--- config.mk ---
export PLATFORM = sky130hd
export DESIGN_NAME = sample_skew_feeder
export DESIGN_NICKNAME = d
export VERILOG_FILES = /design/src/rtl/sysarr_pkg.sv /design/src/rtl/skew_delay_line.sv /design/src/rtl/sample_skew_feeder.sv
export SDC_FILE = /design/constraint.sdc
export NUM_CORES = 1
export LEC_CHECK = 0
export CAP_MARGIN = 20
export CORE_MARGIN = 8
export CORE_UTILIZATION = 40
export CTS_CLUSTER_DIAMETER = 150
export DETAILED_ROUTE_END_ITERATION = 8
export PLACE_DENSITY = 0.73
export SYNTH_ARGS = -nofsm -noshare
export SYNTH_HDL_FRONTEND = slang
export SYNTH_SLANG_ARGS = --single-unit
--- constraint.sdc ---
create_clock -name clk -period 3 [get_ports clk]
set_clock_uncertainty 0.2 [all_clocks]
set_input_delay 0.45 -clock clk [delete_from_list [all_inputs] [get_ports clk]]
set_output_delay 0.45 -clock clk [all_outputs]
set_load 0.005 [all_outputs]
--- src/rtl/sysarr_pkg.sv ---
// Shared types and defaults for the systolic-array sample feeder.
// The sample struct and state enum are used by the feeder and by code that talks to it.
package sysarr_pkg;

   localparam int DW_DEFAULT    = 16;
   localparam int N_DIM_DEFAULT = 3;

   // One training sample: the input vector plus its desired response
   typedef struct packed {
      logic signed [N_DIM_DEFAULT-1:0][DW_DEFAULT-1:0] x;
      logic signed [DW_DEFAULT-1:0]                    y;
   } sample_t;

   typedef enum logic [1:0] {
      IDLE  = 2'd0,
      RUN   = 2'd1,
      FLUSH = 2'd2
   } feeder_state_e;

endpackage

--- src/rtl/skew_delay_line.sv ---
// LEN-deep data+valid register chain; LEN=0 is a plain wire.
// Data only advances with a valid beat, so lines hold their last value across bubbles.
module skew_delay_line #(
   parameter int DW  = 16,
   parameter int LEN = 1
) (
   input  logic          clk,
   input  logic          rst,
   input  logic          hold,
   input  logic [DW-1:0] in_data,
   input  logic          in_valid,
   output logic [DW-1:0] out_data,
   output logic          out_valid
);

   generate
      if (LEN == 0) begin : g_wire
         logic unused_ctl;
         assign unused_ctl = ^{clk, rst, hold};
         assign out_data   = in_data;
         assign out_valid  = in_valid;
      end else begin : g_regs
         logic [DW-1:0]  d     [LEN];
         logic [LEN-1:0] v;
         logic [DW-1:0]  src_d [LEN];
         logic [LEN-1:0] src_v;

         for (genvar i = 0; i < LEN; i++) begin : g_src
            if (i == 0) begin : g_head
               assign src_d[i] = in_data;
               assign src_v[i] = in_valid;
            end else begin : g_tail
               assign src_d[i] = d[i-1];
               assign src_v[i] = v[i-1];
            end
         end

         always_ff @(posedge clk) begin
            if (rst) begin
               v <= '0;
               for (int i = 0; i < LEN; i++) d[i] <= '0;
            end else if (!hold) begin
               for (int i = 0; i < LEN; i++) begin
                  v[i] <= src_v[i];
                  if (src_v[i]) d[i] <= src_d[i];
               end
            end
         end

         assign out_data  = d[LEN-1];
         assign out_valid = v[LEN-1];
      end
   endgenerate

endmodule

--- src/rtl/sample_skew_feeder.sv ---
// Buffers training samples and injects them diagonally skewed into the array columns.
// Handshake: a sample moves when s_valid && s_ready in the same cycle; s_ready is simply !fifo_full.
module sample_skew_feeder
   import sysarr_pkg::*;
#(
   parameter int N_DIM = N_DIM_DEFAULT,
   parameter int DW    = DW_DEFAULT,
   parameter int DEPTH = 4
) (
   input  logic                       clk,
   input  logic                       rst,
   input  logic                       freeze,
   input  logic                       flush,
   input  logic                       s_valid,
   output logic                       s_ready,
   input  logic [N_DIM*DW-1:0]        s_x,
   input  logic [DW-1:0]              s_y,
   output logic [N_DIM*DW-1:0]        col_x,
   output logic [N_DIM-1:0]           col_valid,
   output logic [DW-1:0]              ref_y,
   output logic                       ref_valid,
   output logic                       busy,
   output logic [$clog2(N_DIM+2)-1:0] inflight
);

   localparam int             AW       = $clog2(DEPTH);
   localparam int             IW       = $clog2(N_DIM+2);
   localparam logic [AW:0]    FULL_CNT = (AW+1)'(DEPTH);

   feeder_state_e state, state_nxt;

   logic [N_DIM*DW-1:0] fifo_x [DEPTH];
   logic [DW-1:0]       fifo_y [DEPTH];
   logic [AW-1:0]       wr_ptr, rd_ptr;
   logic [AW:0]         count;
   logic                fifo_full, fifo_empty;
   logic                push, pop, emit;

   logic                s0_valid;
   logic [N_DIM*DW-1:0] s0_x;
   logic [DW-1:0]       s0_y;

   assign fifo_full  = (count == FULL_CNT);
   assign fifo_empty = (count == '0);
   assign s_ready    = !fifo_full;
   assign push       = s_valid && s_ready;
   assign pop        = (state == RUN) && !freeze && !fifo_empty;
   assign busy       = (state != IDLE);

   // The last x column leads the reference column by exactly one stage,
   // so its valid tells us a y will land on ref_valid at the next live edge.
   assign emit = !freeze && col_valid[N_DIM-1];

   always_ff @(posedge clk) begin
      if (push) begin
         fifo_x[wr_ptr] <= s_x;
         fifo_y[wr_ptr] <= s_y;
      end
   end

   always_ff @(posedge clk) begin
      if (rst) begin
         wr_ptr <= '0;
         rd_ptr <= '0;
         count  <= '0;
      end else begin
         if (push) wr_ptr <= wr_ptr + AW'(1);
         if (pop)  rd_ptr <= rd_ptr + AW'(1);
         unique case ({push, pop})
            2'b10:   count <= count + (AW+1)'(1);
            2'b01:   count <= count - (AW+1)'(1);
            default: count <= count;
         endcase
      end
   end

   always_comb begin
      state_nxt = state;
      unique case (state)
         IDLE:  if (push) state_nxt = RUN;
         RUN: begin
            if (flush)
               state_nxt = FLUSH;
            else if (fifo_empty && (inflight == '0) && !push)
               state_nxt = IDLE;
         end
         FLUSH: begin
            if (inflight == '0)
               state_nxt = (!fifo_empty || push) ? RUN : IDLE;
         end
         default: state_nxt = IDLE;
      endcase
   end

   always_ff @(posedge clk) begin
      if (rst) begin
         state    <= IDLE;
         inflight <= '0;
      end else begin
         state <= state_nxt;
         unique case ({pop, emit})
            2'b10:   inflight <= inflight + IW'(1);
            2'b01:   inflight <= inflight - IW'(1);
            default: inflight <= inflight;
         endcase
      end
   end

   // Launch stage: every column and the reference sit behind this register
   always_ff @(posedge clk) begin
      if (rst) begin
         s0_valid <= 1'b0;
         s0_x     <= '0;
         s0_y     <= '0;
      end else if (!freeze) begin
         s0_valid <= pop;
         if (pop) begin
            s0_x <= fifo_x[rd_ptr];
            s0_y <= fifo_y[rd_ptr];
         end
      end
   end

   generate
      for (genvar k = 0; k < N_DIM; k++) begin : g_col
         skew_delay_line #(.DW(DW), .LEN(k)) u_col (
            .clk       (clk),
            .rst       (rst),
            .hold      (freeze),
            .in_data   (s0_x[k*DW +: DW]),
            .in_valid  (s0_valid),
            .out_data  (col_x[k*DW +: DW]),
            .out_valid (col_valid[k])
         );
      end
   endgenerate

   skew_delay_line #(.DW(DW), .LEN(N_DIM)) u_ref (
      .clk       (clk),
      .rst       (rst),
      .hold      (freeze),
      .in_data   (s0_y),
      .in_valid  (s0_valid),
      .out_data  (ref_y),
      .out_valid (ref_valid)
   );

endmodule

# After elaboration in Yosys (flattened, before gate mapping)
# Memories as Yosys holds them, arrays and structs flattened. A register that Yosys moved wholly into a read port is not among the register bits.
# Index checks and enable logic that the tools add are counted.
# op_classes
addsub,6
n_eq_ne,10
mux,35
n_bitwise,6
reduce_logical,20
# op_table
operator,n
16-bit two-way mux,6
1-bit two-way mux,22
16-bit OR reduction,1
3-bit case mux with 2 select lines,2
2-bit two-way mux,4
3-bit by 1-bit adder with 3-bit output (second input constant),2
2-bit by 1-bit == test with 1-bit output (second input constant),3
2-bit == test (second input constant),3
1-bit logical AND,6
3-bit zero test,2
2-bit case mux with 3 select lines,1
2-bit nonzero test,3
3-bit by 1-bit subtractor with 3-bit output (second input constant),2
1-bit OR,5
2-bit by 1-bit adder with 2-bit output (second input constant),2
1-bit zero test,4
2-bit != test (second input constant),2
3-bit == test (second input constant),1
3-bit by 2-bit != test with 1-bit output (second input constant),1
3-bit AND reduction,1
2-bit zero test,1
2-bit AND reduction,1
1-bit logical OR,1
1-bit inverter,1
# totals
regBits,19
ramBits,352
inputBits,69
elab_cells,91
memories,5
# memory_table
name,depth,word_bits,rd,rd_ports_with_merged_regs,wr,line_no,text
fifo_x,4,48,1,1,1,sample_skew_feeder.sv:32,logic [N_DIM*DW-1:0] fifo_x [DEPTH];
fifo_y,4,16,1,1,1,sample_skew_feeder.sv:33,logic [DW-1:0] fifo_y [DEPTH];
u_ref.g_regs.d,3,16,3,0,3,skew_delay_line.sv:23,logic [DW-1:0] d [LEN];
g_col[2].u_col.g_regs.d,2,16,2,0,2,skew_delay_line.sv:23,
g_col[1].u_col.g_regs.d,1,16,1,0,1,skew_delay_line.sv:23,

# Logic depth before layout (Yosys ltp)
# Gate-level depths: netlist of the first run.
# depth
ltp_word,8
mapped_depth,10

# Hierarchy
# From an unflattened synthesis of the first run, not the netlist that was laid out.
# unflattened
hier_cells,1014
area_unflattened_um2,16988.8
# modules_own_cells
mod,instances,cells_each,area_each_um2
sample_skew_feeder,1,717,12386.9
skew_delay_line (u_ref),1,139,2072.0
skew_delay_line (g_col[2].u_col),1,102,1750.4
skew_delay_line (g_col[1].u_col),1,39,651.9
skew_delay_line (g_col[0].u_col),1,17,127.6

# Worst setup path after synthesis of the first run
# Ideal clock, no wire load.
# synth_timing
kind,register -> register
startpoint,register count[0]
endpoint,memory fifo_x[0][0] in the netlist's numbering (enable)
arrival_time_ps,2351
required_time_ps,2371
setup_slack_ps,19
path_stages_with_launch,4
cell_sequence,dfxtp_1 > or3b_1 > clkbuf_1 > and3_1
# synth_via
elab_chain_len,5
# synth_rtl
element,line_no,text
"start, declared",sample_skew_feeder.sv:35,logic [AW:0] count;
"start signal, assigned",sample_skew_feeder.sv:70,2'b10: count <= count + (AW+1)'(1);
"start signal, assigned",sample_skew_feeder.sv:71,2'b01: count <= count - (AW+1)'(1);
"start signal, assigned",sample_skew_feeder.sv:72,default: count <= count;
3-bit == test,sample_skew_feeder.sv:43,assign fifo_full = (count == FULL_CNT);
1-bit zero test,sample_skew_feeder.sv:45,assign s_ready = !fifo_full;
net s_ready,sample_skew_feeder.sv:15,"output logic s_ready,"
1-bit logical AND,sample_skew_feeder.sv:46,assign push = s_valid && s_ready;
1-bit two-way mux,sample_skew_feeder.sv:55,if (push) begin
1-bit two-way mux (implied by the code),sample_skew_feeder.sv:56,fifo_x[wr_ptr] <= s_x;
"end, declared",sample_skew_feeder.sv:32,
# The timed path passes the listed nets, and every way through them passes these cells.

# Worst setup path in the final report of the first run
# layout_timing
startpoint,register count[2]
endpoint,output s_ready
# layout_via
elab_chain_len,2
# layout_rtl
element,line_no
3-bit == test,sample_skew_feeder.sv:43
1-bit zero test,sample_skew_feeder.sv:45
"end, declared",sample_skew_feeder.sv:15
# Every way passes these cells.

==> out/qor.csv, run 1 <==
metric,value,unit
TritonCTS Buffers,46,
post-synth top area share,64.7,%
CTS max path bufs,3,
core area,40600,sq um
layout net count,1171,
Worst-path clk slew,0.06,ns
row count,74,
syn nets,1053,
WL/cell,19.7,um
Crit path max-delay family,buffers and inverters,
cell taking the most area after synthesis,edfxtp_1,
Least-Margin Pin Slew,0.835,ns
DR DRC count,0,
I/O Buffers,141,
Final Core Density,48.9,%
I/O Pins,142,
largest net degree at the start of global routing,67,
Rel. slew slack,44.3,%
Placed Area,18300,sq um
via count,8303,
Crit path buffers/inverters,1,
status,"complete, no violations",
Routed WL,32800,um
syn_area_per_cell,16.7,sq um
Crit Reg-Reg Startpoint,count[2],
cell chosen for the clock root,clkbuf_16,
Maximum Capacitance Violations,0,
Final TNS setup,0,ns
vias in the first global route,8682,
"Slew Viols, Final",0,
"EDFF count, synth",352,
dpl ws,0.0565,ns
Final ANT Viol Nets,0,
synthesized area,16300,sq um
Setup Buffers After CTS,0,
crit-path cells,or3b_1 -> clkdlybuf4s50_1,
Yosys warnings,0,
Setup CP Type,flip-flop to primary output,
Resized cells post-CTS,0,
"Slowest-stage cell, CP",clkdlybuf4s50_1,
First-pass DRT Iterations,5,
Hold Startpoint,s0_y[0],
RSZ-0062 raised after global routing,false,
Yosys reg bits,432,
antenna violations before repair,7,
final setup vio count,0,
"Primary FF master, synth",edfxtp_1,
Die H,218,um
CTS tree,done,
Tmin final,2.71,ns
die width,218,um
Final Hold Violating Endpoints,0,
GRT Residual Overflow,0,
WHS,0.268,ns
crit path max fanout,10,
Startpoint Class,flip-flop,
global-route wire length before repair,50700,um
DR iter-0 viols,569,
Leak Pwr,6.44,nW
H-tree depth,2,
synthesized instance count,976,
final worst slack,0.285,ns
crit path from,count[2],
crit share post-route,90.5,%
All-Layer GR Usage,13.8,%
CTS hold repair buffers,1,
top post-synthesis cells by area,"edfxtp_1 65%, dfxtp_1 9.8%, mux4_2 8.8%",
clk_lat worst skew,0.56,ns
Vias/cell,4.98,
fin area,19800,sq um
arrival time worst endpoint,2.06,ns
f_max,368,MHz
distinct cell type count after synthesis,38,
GPL Wtd Cong,0.700,
PwrDens,678,nW/um^2
CTS sink cnt,432,
Initial Util,40.3,%
max incr delay on CP,0.56,ns
Fill cells,3452,
peak supply drop,535,uV
sequential-to-total area share from yosys stat,74.5,%
Synth async-reset ratio,0,%
DP HPWL,19900,um
Setup crit end kind,primary output,
area added between synthesis and finish,21.3,%
share of cells above drive strength 1,15.9,%
die area,47600,sq um
Worst Hold Class,flip-flop to flip-flop,
Worst Path Required,2.35,ns
-- report_power, final --
| group | total [mW] | internal [mW] | switching (mW) |
|---|---|---|---|
| logic | 0.943 | 0.382 | 0.561 |
| registers | 6.81 | 6.73 | 0.0810 |
| clock network | 5.67 | 3.44 | 2.24 |
-- synthesized netlist by cell type (2+ instances only) --
| cell | n |
|---|---|
| a21o_1 | 2 |
| a21oi_1 | 76 |
| and2_1 | 96 |
| and3_1 | 4 |
| buf_1 | 4 |
| buf_2 | 18 |
| buf_4 | 38 |
| buf_6 | 4 |
| clkbuf_1 | 33 |
| clkbuf_2 | 3 |
| dfxtp_1 | 80 |
| edfxtp_1 | 352 |
| fa_1 | 2 |
| ha_1 | 6 |
| inv_1 | 11 |
| mux4_2 | 64 |
| nand2_1 | 7 |
| nand2b_1 | 8 |
| nand3_1 | 66 |
| nor2_1 | 9 |
| nor3_1 | 4 |
| o21ai_0 | 47 |
| o21ai_1 | 20 |
| or3_1 | 5 |
| xor2_1 | 4 |
-- cell type report --
cell class              count  area, sq um  share of cell area (%)
well taps                 532          666                    3.36
flip-flops and latches    432        12200                    61.5
repair buffers            170         1780                    8.98
multi-input cells         433         3600                    18.2
clock buffers              60         1280                    6.44
inverters                  11         41.3                   0.208
clock inverters            25          268                    1.35
diodes                      3         7.51                  0.0379
-- tightest hold or removal path: stages, from the launching register on --
cell	delay (ns)
dfxtp_1	0.30
o21ai_0	0.06
a21oi_1	0.06
-- path summary, 6_finish.rpt --
check                           endpoint  depth (start not counted)  slack, ns
worst max register to register  count[2]                          8       0.34
worst min register to register   s0_y[0]                          2       0.27
worst min-delay path             s0_y[0]                          2       0.27
worst max-delay path             s_ready                          2       0.29
-- logic make-up (layout without fill, tap and decap cells) --
logic type      Yosys count  after routing  synth area share (%)
buf+inv                 111            266                  3.77
other cells               0              3                     0
flops                   432            432                  74.5
mux                      65             65                  8.88
fa+ha+maj                 8              8                 0.704
compound gates          149            149                  4.68
simple gates            207            207                  7.26
xor+xnor                  4              4                 0.214
-- cells in the final DEF (no fill, tap or decap), types with 2 or more instances in the layout --
cell	instances
dfxtp_4	2
clkinv_1	4
clkbuf_8	3
o21ai_1	20
ha_1	6
clkinv_2	9
nor2_1	9
inv_1	11
edfxtp_1	352
diode_2	3
bufinv_16	5
clkinvlp_4	3
o21ai_0	47
clkbuf_1	9
nor3_2	3
a21oi_1	76
nand2_1	7
buf_4	17
nand3_1	66
buf_12	12
mux4_2	64
clkbuf_16	48
dfxtp_1	78
and3_4	4
clkdlybuf4s50_1	140
xor2_1	4
clkinv_4	3
nand2b_1	7
fa_1	2
or3_1	4
a21o_1	2
and2_1	96
-- sequential cells by signal, summed over array words and instances (netlist names) --
signal	cells
fifo_x	192
fifo_y	64
g_col.u_col.g_regs.d	48
s0_x	48
u_ref.g_regs.d	48
s0_y	16
count	3
inflight	3
rd_ptr	2
state	2
u_ref.g_regs.v	2
wr_ptr	2
g_col.u_col.g_regs.v	1
s0_valid	1
-- routing by layer --
layer  routed length (um)  GRT usage [%]  vias up
met5                   71              0        -
met4                  838           5.40       10
met3                 2320           4.06       58
met2                15400           22.1      225
met1                14100           17.5     4082
li1                     -              -     3928
-- stage by stage --
step | total power, mW | std cells
2_1_floorplan | 7.46 | 976
3_3_place_gp | 7.87 | 1577
3_5_place_dp | 7.90 | 1577
4_1_cts | 13.6 | 1663
5_1_grt | 13.9 | 1665
6_report | 13.4 | 1666
Power figures use the tool's default switching activity.
==> run 2: changes to the inputs <==
Settings changed: MAX_ROUTING_LAYER set to met4.
==> run 2 against run 1 <==
Combinational power about the same. Final area about the same. First-iteration DRC count decreased by 6.7%. Die area unchanged. Critical path depth unchanged.
==> out/qor.csv, run 2 (synthesized netlist as in run 1, its figures left out) <==
metric,value,unit
Fill cells,3450,
Final ANT Viol Nets,0,
Resized cells post-CTS,0,
peak supply drop,533,uV
First-pass DRT Iterations,5,
Worst-path clk slew,0.06,ns
H-tree depth,2,
Setup crit end kind,primary output,
die area,47600,sq um
max reg flops,192,
core area,40600,sq um
sequential share of power,50.8,%
CTS hold repair buffers,1,
FF-to-FF setup slack,0.35,ns
Maximum Capacitance Violations,0,
Worst Path Required,2.35,ns
All-Layer GR Usage,14.2,%
Startpoint Class,flip-flop,
Routed WL,32700,um
DR iter-0 viols,531,
die width,218,um
Sw Share,21.4,%
crit path max fanout,10,
DR DRC count,0,
hold depth,2,
GPL Wtd Cong,0.708,
DP HPWL,19900,um
I/O Pins,142,
status,"complete, no violations",
power share of the combinational group,7.0,%
share of cells above drive strength 1,15.9,%
Tmin final,2.72,ns
footprint of the multi-input gates,3600,sq um
"commonest non-fill, non-tap cell in the layout",edfxtp_1,
Switch Pwr,2.87,mW
cell internal pwr,10.6,mW
vias in the first global route,8679,
CTS sink cnt,432,
CTS max path bufs,3,
Final Hold Violating Endpoints,0,
Crit Reg-Reg Startpoint,count[2],
largest net degree at the start of global routing,67,
Hold Startpoint,s0_y[0],
Largest regs,"fifo_x (192), fifo_y (64)",
crit share post-route,90.8,%
Setup CP Type,flip-flop to primary output,
Least-Margin Pin Slew,0.845,ns
final setup vio count,0,
global-route wire length before repair,50700,um
Die H,218,um
row count,74,
I/O Buffers,141,
Setup Buffers After CTS,0,
Largest Register,fifo_x,
Rel. slew slack,43.7,%
most frequent cells in the layout,"352 x edfxtp_1, 140 x clkdlybuf4s50_1, 96 x and2_1",
WHS,0.268,ns
Initial Util,40.3,%
worst hold endpoint,s0_y[0],
total design power,13.4,mW
Leak Pwr,6.44,nW
TritonCTS Buffers,46,
worst reg2reg endpoint,count[2],
layout net count,1171,
PwrDens,677,nW/um^2
GRT Residual Overflow,0,
WL/cell,19.6,um
via count,8337,
clk_lat worst skew,0.55,ns
CTS tree,done,
Worst Hold Class,flip-flop to flip-flop,
f_max,367,MHz
area added between synthesis and finish,21.3,%
"Slew Viols, Final",0,
antenna violations before repair,7,
worst reg-to-reg path cell count,8,
arrival time worst endpoint,2.07,ns
RSZ-0062 raised after global routing,false,
cell chosen for the clock root,clkbuf_16,
Final TNS setup,0,ns
Reg area,12200,sq um
Vias/cell,4.99,
clock network power share,42.2,%
## run 2: how the worst max path moves through the flow
stage | start | to
2_1_floorplan | count[0] | fifo_x[0][0]
3_3_place_gp | freeze | count[2]
3_5_place_dp | freeze | count[2]
4_1_cts | count[2] | s_ready
5_1_grt | count[2] | s_ready
6_report | count[2] | s_ready
## run 2: final cells by class
cell class,instances,share of cell area [%]
diodes,8,0.101
clock buffers,60,6.44
clock inverters,25,1.35
inverters,11,0.208
multi-input cells,433,18.1
flip-flops and latches,432,61.4
well taps,532,3.36
repair buffers,170,8.97
## run 2: metrics by stage
stage | setup slack, ns | instance area [sq um] | instances | utilization (%)
after floorplan | 0.0194 | 16300 | 976 | -
after global placement | 0.127 | 18300 | 1577 | 45.0
after detailed placement | 0.0565 | 18300 | 1577 | 45.0
after CTS | 0.253 | 19800 | 1663 | 48.8
after global routing | 0.180 | 19800 | 1670 | 48.9
final | 0.275 | 19800 | 1671 | 48.9
## run 2: layer usage
metal | vias to the layer above | routed length [um] | GRT usage, %
met5 | - | 0 | -
li1 | 3939 | - | -
met3 | 49 | 2320 | 3.98
met2 | 222 | 15300 | 22.1
met4 | 0 | 852 | 5.40
met1 | 4127 | 14200 | 17.6
## run 2: worst max-delay path: stages, from the launching register on
cell,delay (ns)
dfxtp_1,0.41
or3b_1,0.55
clkdlybuf4s50_1,0.56
## run 2: power by group through the flow
| stage | Clock (mW) | Combinational, mW | Sequential, mW |
|---|---|---|---|
| 2_1_floorplan | 0 | 0.547 | 6.92 |
| 3_5_place_dp | 0 | 0.955 | 6.94 |
| 5_1_grt | 6.04 | 1.03 | 6.83 |
| 6_report | 5.66 | 0.944 | 6.81 |
| 3_3_place_gp | 0 | 0.941 | 6.93 |
| 4_1_cts | 5.82 | 0.960 | 6.82 |
==> run 3: changes to the inputs <==
Settings changed: CAP_MARGIN 20 to 25, CORE_UTILIZATION 40 to 52, PLACE_DENSITY 0.73 to 0.88, TNS_END_PERCENT set to 100.
==> run 3 against run 2 <==
Total power decreased by 4.3%. Maximum frequency increased by 1.2%. Register-to-register slack got worse by 0.04 ns. Cell count decreased by 9.2%. Critical path depth increased by 6. Routed wire length decreased by 5.4%. First-iteration DRC count increased by 19%. Setup slack improved by 0.031 ns. Sequential power about the same. Utilization increased by 13 points. Via count increased by 0.66%. Critical endpoint is now count[2]. Largest power group unchanged.
==> out/qor.csv, run 3 (synthesized netlist as in run 1, its figures left out) <==
metric,value,unit
status,"complete, no violations",
peak supply drop,524,uV
f_max,371,MHz
CTS sink cnt,432,
Setup crit end kind,flip-flop,
final setup vio count,0,
total design power,12.8,mW
WL/cell,20.4,um
Final Core Density,61.9,%
Die H,193,um
Tmin final,2.69,ns
core area,31200,sq um
antenna violations before repair,5,
Crit path max-delay family,simple AND/OR/NAND/NOR gates,
die area,37300,sq um
Crit path buffers/inverters,1,
share of cells above drive strength 1,14.9,%
DP HPWL,17900,um
Setup Buffers After CTS,0,
Final TNS setup,0,ns
GRT Residual Overflow,0,
Largest regs,"fifo_x (192), fifo_y (64)",
crit share post-route,89.8,%
Routed WL,30900,um
arrival time worst endpoint,2.93,ns
"Slew Viols, Final",0,
I/O Pins,142,
GPL Wtd Cong,0.764,
crit path max fanout,10,
crit-path cells,or3b_1 -> nand2_1 -> ha_1 -> inv_1 -> fa_1 -> xor2_1 -> or3_1 -> a21oi_1,
Rel. slew slack,43.4,%
I/O Buffers,141,
WHS,0.0696,ns
CTS tree,done,
Fill cells,2265,
row count,65,
Worst Hold Class,input pin to flip-flop,
Final Hold Violating Endpoints,0,
Worst-path clk slew,0.06,ns
max reg flops,192,
First-pass DRT Iterations,5,
CTS max path bufs,3,
"commonest non-fill, non-tap cell in the layout",edfxtp_1,
Least-Margin Pin Slew,0.849,ns
Resized cells post-CTS,0,
Startpoint Class,flip-flop,
largest net degree at the start of global routing,70,
max incr delay on CP,0.56,ns
RSZ-0062 raised after global routing,false,
cell chosen for the clock root,clkbuf_16,
Setup CP Type,flip-flop to flip-flop,
Vias/cell,5.53,
Largest Register,fifo_x,
TritonCTS Buffers,41,
die width,193,um
area added between synthesis and finish,18.3,%
PwrDens,664,nW/um^2
H-tree depth,2,
Leak Pwr,6.31,nW
layout net count,1159,
"Slowest-stage cell, CP",or3b_1,
vias in the first global route,8646,
clk_lat worst skew,0.51,ns
DR DRC count,0,
most frequent cells in the layout,"352 x edfxtp_1, 140 x clkdlybuf4s50_1, 96 x and2_1",
Initial Util,52.3,%
Final ANT Viol Nets,0,
via count,8392,
Worst Path Required,3.24,ns
Maximum Capacitance Violations,0,
All-Layer GR Usage,16.9,%
DR iter-0 viols,633,
CTS hold repair buffers,0,
global-route wire length before repair,48500,um
[run 3: per-stage QoR]
stage	cell area, sq um	setup WS, ns	cells
final	19300	0.307	1518
after global routing	19300	0.215	1518
after CTS	19300	0.334	1513
after detailed placement	18000	0.105	1440
after global placement	18000	0.198	1440
after floorplan	16300	0.0194	976
[run 3: worst paths after layout]
check	startpoint	to	slack, ns	depth (start not counted)
min reg2reg	s0_y[2]	s0_y[2]	0.27	2
max reg2reg	count[2]	count[2]	0.31	8
max	count[2]	count[2]	0.31	8
min	rst	inflight[2]	0.07	2
[run 3: where the power goes]
part | leakage, nW | internal (mW) | total, mW | switching [mW]
registers | 3.99 | 6.73 | 6.82 | 0.0858
clock network | 0.668 | 3.03 | 5.11 | 2.08
logic | 1.65 | 0.366 | 0.910 | 0.544
total | 6.31 | 10.1 | 12.8 | 2.71
[run 3: layout make-up]
cell class                 instances  area, sq um  share of cell area, %
sequential                       432        12200                   63.0
multi-input combinational        433         3580                   18.5
timing repair buffer             163         1680                   8.68
clock buffer                      52         1140                   5.89
tap                              402          503                   2.60
clock inverter                    21          210                   1.09
inverter                          11         41.3                  0.214
antenna                            4         10.0                 0.0518
[run 3: metal layers]
layer  global-route usage [%]  wire [um]  vias up
li1                         -          -     3893
met1                     20.9      13000     4152
met2                     27.2      15000      295
met3                     4.04       2330       52
met4                     5.73        700        0
met5                        -          0        -
